===== config.mk =====
export PLATFORM = sky130hd
export DESIGN_NAME = gf180mcu_osu_sc_9t_cell_bist
export DESIGN_NICKNAME = d
export VERILOG_FILES = /design/src/rtl/gf180mcu_osu_sc_9t_cell_bist.sv
export SDC_FILE = /design/constraint.sdc
export NUM_CORES = 1
export LEC_CHECK = 0
export ABC_AREA = 1
export CAP_MARGIN = 20
export CELL_PAD_IN_SITES_DETAIL_PLACEMENT = 2
export CELL_PAD_IN_SITES_GLOBAL_PLACEMENT = 2
export CORE_UTILIZATION = 27
export DETAILED_ROUTE_END_ITERATION = 10
export GPL_TIMING_DRIVEN = 0
export HOLD_SLACK_MARGIN = 0.12
export MAX_ROUTING_LAYER = met4
export PLACE_DENSITY = 0.85
export SLEW_MARGIN = 15
export SYNTH_ARGS = -nofsm -noshare
export SYNTH_HDL_FRONTEND = slang
export SYNTH_SLANG_ARGS = --single-unit

===== constraint.sdc =====
create_clock -name CLK -period 1.32 [get_ports CLK]
set_clock_uncertainty 0.05 [all_clocks]
set_input_delay 0.264 -clock CLK [delete_from_list [all_inputs] [get_ports CLK]]
set_output_delay 0.264 -clock CLK [all_outputs]
set_load 0.05 [all_outputs]

===== src/rtl/gf180mcu_osu_sc_9t_cell_bist.sv =====
// Exhaustive-pattern BIST sequencer for a combinational cell: sweeps STIM, folds RESP into a MISR, flags PASS.
// Optional golden truth-table check enabled by defining GF180MCU_OSU_SC_BIST_GOLDEN_CHECK_EN.
module gf180mcu_osu_sc_9t_cell_bist #(
  parameter int                         NIN    = 2,
  parameter int                         NOUT   = 1,
  parameter int                         MISR_W = 16,
  parameter logic [MISR_W-1:0]          POLY   = 16'h1021,
  parameter logic [MISR_W-1:0]          SEED   = 16'hFFFF,
  parameter int                         SETTLE = 2,
  parameter logic [NOUT*(2**NIN)-1:0]   TT     = 4'b0001
) (
  input  logic              CLK,
  input  logic              RN,
  input  logic              START,
  input  logic [MISR_W-1:0] EXP_SIG,
  input  logic [NOUT-1:0]   RESP,
  output logic [NIN-1:0]    STIM,
  output logic              BUSY,
  output logic              DONE,
  output logic              PASS,
  output logic [MISR_W-1:0] SIG
`ifdef GF180MCU_OSU_SC_BIST_GOLDEN_CHECK_EN
  ,
  output logic [NIN:0]      ERR_CNT,
  output logic [NIN-1:0]    FIRST_FAIL
`endif
);

  localparam int SW = (SETTLE > 1) ? $clog2(SETTLE) : 1;
  localparam logic [NIN:0] LAST_PAT = (NIN+1)'((2**NIN) - 1);

  typedef enum logic [1:0] {S_IDLE, S_RUN, S_FIN} state_t;

  state_t            r_state;
  logic [NIN-1:0]    r_stim;
  logic              r_busy;
  logic              r_done;
  logic              r_pass;
  logic [MISR_W-1:0] r_sig;
  logic [SW-1:0]     r_settle;
  logic [NIN:0]      r_pat;

  logic              w_sample;
  logic [NIN:0]      w_pat_inc;
  logic [MISR_W-1:0] w_sig_next;
  logic              w_pass_next;

  assign w_sample   = (r_settle == SW'(SETTLE - 1));
  assign w_pat_inc  = r_pat + 1'b1;
  assign w_sig_next = {r_sig[MISR_W-2:0], 1'b0}
                    ^ (r_sig[MISR_W-1] ? POLY : '0)
                    ^ MISR_W'(RESP);

`ifdef GF180MCU_OSU_SC_BIST_GOLDEN_CHECK_EN
  logic [NIN:0]   r_err_cnt;
  logic [NIN-1:0] r_first_fail;
  logic           w_mism;
  logic [NIN:0]   w_err_next;

  assign w_mism      = (RESP != TT[r_pat[NIN-1:0]*NOUT +: NOUT]);
  // Saturate rather than wrap so a full-fail sweep can never read back as clean.
  assign w_err_next  = (w_mism && (r_err_cnt != '1)) ? r_err_cnt + 1'b1 : r_err_cnt;
  assign w_pass_next = (w_sig_next == EXP_SIG) && (w_err_next == '0);
  assign ERR_CNT     = r_err_cnt;
  assign FIRST_FAIL  = r_first_fail;

  always_ff @(posedge CLK or negedge RN) begin
    if (!RN) begin
      r_err_cnt    <= '0;
      r_first_fail <= '0;
    end else if ((r_state != S_RUN) && START) begin
      r_err_cnt    <= '0;
      r_first_fail <= '0;
    end else if ((r_state == S_RUN) && w_sample) begin
      r_err_cnt <= w_err_next;
      if (w_mism && (r_err_cnt == '0))
        r_first_fail <= r_pat[NIN-1:0];
    end
  end
`else
  logic w_unused_tt;
  assign w_unused_tt = ^TT;
  assign w_pass_next = (w_sig_next == EXP_SIG);
`endif

  always_ff @(posedge CLK or negedge RN) begin
    if (!RN) begin
      r_state  <= S_IDLE;
      r_stim   <= '0;
      r_busy   <= 1'b0;
      r_done   <= 1'b0;
      r_pass   <= 1'b0;
      r_sig    <= SEED;
      r_settle <= '0;
      r_pat    <= '0;
    end else begin
      case (r_state)
        S_IDLE, S_FIN: begin
          if (START) begin
            r_state  <= S_RUN;
            r_stim   <= '0;
            r_busy   <= 1'b1;
            r_done   <= 1'b0;
            r_pass   <= 1'b0;
            r_sig    <= SEED;
            r_settle <= '0;
            r_pat    <= '0;
          end
        end
        S_RUN: begin
          if (w_sample) begin
            r_sig    <= w_sig_next;
            r_settle <= '0;
            if (r_pat == LAST_PAT) begin
              // Verdict is latched once here; later EXP_SIG changes cannot disturb it.
              r_state <= S_FIN;
              r_pat   <= '0;
              r_stim  <= '0;
              r_busy  <= 1'b0;
              r_done  <= 1'b1;
              r_pass  <= w_pass_next;
            end else begin
              r_pat  <= w_pat_inc;
              r_stim <= w_pat_inc[NIN-1:0];
            end
          end else begin
            r_settle <= r_settle + 1'b1;
          end
        end
        default: r_state <= S_IDLE;
      endcase
    end
  end

  assign STIM = r_stim;
  assign BUSY = r_busy;
  assign DONE = r_done;
  assign PASS = r_pass;
  assign SIG  = r_sig;

endmodule


==> flow_metrics.env <==
export IMPL_regToRegSetupSlack_ns=-0.08
export IMPL_hold_buffers=0
export IMPL_fin_crit_sh_pct=107
export IMPL_cts_tree="done"
export IMPL_drv_cap=0
export IMPL_p_sw_w=0.00281
export IMPL_grt_pass1_vias=1394
export IMPL_hold_path_class="primary input to asynchronous set/reset pin"
export IMPL_synth_distinct_cells=28
export IMPL_ant_nets=0
export IMPL_criticalPathCategory="register to output pin"
export IMPL_end_kind="output pin"
export IMPL_worst_r2r_path_depth=8
export IMPL_rr_endpoint="PASS"
export IMPL_yosys_warnings=0
export IMPL_finalHoldViolCount=0
export IMPL_period_needed_ns=1.41
export IMPL_grt_overflow_total=0
export IMPL_grt_pass1_wl_mm=6.75
export IMPL_worst_pin_slew_ns=0.615
export IMPL_critPathLaunchType="register"
export IMPL_layout_cells_most_common_list="nand2_1 (57), inv_1 (27), clkdlybuf4s50_1 (19)"
export IMPL_worstPathArrival_ns=1.10
export IMPL_finalPower_w=0.00563
export IMPL_vias_per_cell=4.44
export IMPL_seq_area_frac_synth_pct=44.6
export IMPL_drc_errors=0
export IMPL_area_delta_synth_final_pct=48.8
export IMPL_max_slew_margin_pct=58.8
export IMPL_dieArea_um2=5650
export IMPL_max_vdd_ir_drop_v=0.000951
export IMPL_synth_seq_cells=25
export IMPL_cts_sinks=25
export IMPL_crit_fanout=3
export IMPL_core_region_area_um2=5140
export IMPL_swShare_pct=49.9
export IMPL_die_h_um=75.2
export IMPL_die_w_um=75.2
export IMPL_post_place_ws_ns=-0.372
export IMPL_top_level_ports=41
export IMPL_power_frac_clock_pct=9.0
export IMPL_grt_max_degree=16
export IMPL_antenna_found_initial=0
export IMPL_synth_nets=199
export IMPL_grt_total_usage_pct=16.7
export IMPL_ctsHtreeMaxLevel=1
export IMPL_std_cell_rows=26
export IMPL_p_leak_nw=1.10
export IMPL_sequentialPowerShare_pct=27.5
export IMPL_setup_viol=14
export IMPL_rsz0062_at_grt="true"
export IMPL_num_vias=1328
export IMPL_p_int_w=0.00282
export IMPL_place_congestion=0.805
export IMPL_antennaDiodeCount=0
export IMPL_wire_per_inst_um=14.1
export IMPL_slew_viol_final=0
export IMPL_dpl_hpwl_mm=3.05
export IMPL_p_per_area_nw_per_um2=2610
export IMPL_worstPathRequired_ns=1.01
export IMPL_worst_slack_ns=-0.0928
export IMPL_syn_area_um2=1450
export IMPL_status="finished, violations left"
export IMPL_fin_nets=251
export IMPL_io_buffers=40
export IMPL_dr_first_iter_drc_count=28
export IMPL_max_freq_mhz=708
export IMPL_ctsRootBufferMaster="clkbuf_8"
export IMPL_final_common_cell="nand2_1"
export IMPL_combPwrFrac_pct=63.5
export IMPL_violations="setup timing"
export IMPL_initial_utilization_pct=28.1
export IMPL_postSynthAreaPerCell_um2=8.13
export IMPL_cts_buffers=3
export IMPL_rr_startpoint="SIG[15]"
export IMPL_cts_path_max_buffers=2
export IMPL_dr_pass1_iters=4
export IMPL_layout_drive_gt1_share_pct=38.9
export IMPL_worst_skew_pair_late_latency_ns=0.29
export IMPL_path_clk_slew_ns=0.11
export IMPL_routed_wirelength_mm=4.22
export IMPL_synthCells=178
-- logic make-up after synthesis --
family	synth area share, %
compound gates	15.2
simple gates	25.4
buf+inv	12.6
xor+xnor	1.21
fa+ha+maj	0.865
flops	44.6
-- routing by layer --
| layer | GRT usage, % | vias up | share of wire (%) |
|---|---|---|---|
| li1 | - | 646 | - |
| met1 | 19.7 | 651 | 43 |
| met2 | 30.1 | 27 | 53 |
| met3 | 2.14 | 4 | 2.6 |
| met4 | 4.32 | 0 | 1.0 |
| met5 | - | - | 0 |
-- worst max path at each step --
stage | from | to | slack, ns | cells past startpoint
2_1_floorplan | SIG[15] | PASS | -0.06 | 8
3_3_place_gp | RN | PASS | -0.40 | 1
3_5_place_dp | SIG[15] | SIG[15] | -0.37 | 1
4_1_cts | SIG[1] | PASS | -0.07 | 8
5_1_grt | SIG[15] | PASS | -0.18 | 8
6_report | SIG[11] | SIG[11] | -0.09 | 2
-- area by class of cell --
type / count / area [µm²]
timing repair buffer: 47 / 533
sequential: 25 / 646
tap: 70 / 87.6
multi-input combinational: 111 / 651
inverter: 38 / 145
buffer: 4 / 41.3
clock buffer: 3 / 41.3
clock inverter: 1 / 7.51
fill: 597 / 2990
-- repair_timing --
action / 4_1_cts / 5_1_grt
endpoints found under the hold margin: 0 / 0
setup buffers: 4 / 2
endpoints found under the setup margin: 22 / 21
resized for setup: 157 / 13
pin swaps: 6 / 1
-- worst max-delay path, cell delays in order, from the launching register on --
cell and delay, ns:
dfstp_2 0.57, buf_6 0.10, buf_8 0.13
-- synthesized netlist by cell type (all sizes together) --
library cell	number	area share, %
nand2	66	18
inv	38	10
dfstp	16	29
a22oi	15	11
nor2	12	4.0
dfrtp	9	16
nand3	6	2.9
buf	4	2.6
o21a	2	1.0
a21boi	1	0.52
a21oi	1	0.61
a22o	1	0.61
ha	1	0.86
nand3b	1	0.52
o211a	1	0.69
o21ai	1	0.35
o21bai	1	0.52
xnor2	1	0.61
xor2	1	0.61
-- power by group through the flow --
stage / clock, W / combinational (W) / sequential, W
3_3_place_gp: 0 / 0.00310 / 0.00147
4_1_cts: 0.000510 / 0.00343 / 0.00155
2_1_floorplan: 0 / 0.00151 / 0.00222
6_report: 0.000508 / 0.00357 / 0.00155
3_5_place_dp: 0 / 0.00318 / 0.00150
5_1_grt: 0.000541 / 0.00385 / 0.00159
-- per-stage QoR --
step                      area (µm²)  util (%)  std cells  setup TNS [ns]  hold WS [ns]
after floorplan                 1450         -        178         -0.0600       -0.0816
after global placement          1930      37.6        288          -14.57         0.417
after detailed placement        1960      38.2        289           -8.37         0.417
after CTS                       2090      40.7        297          -0.437         0.327
after global routing            2150      41.9        299          -0.919         0.341
final                           2150      41.9        299          -0.471         0.295
-- state kept, by name, indices dropped and copies added, names as in the netlist --
signal and flops:
r_state 2, r_settle 1, r_pat 2, STIM 1, SIG 16, BUSY 1, PASS 1, DONE 1
Note: power is estimated with default switching activity, not from simulation.
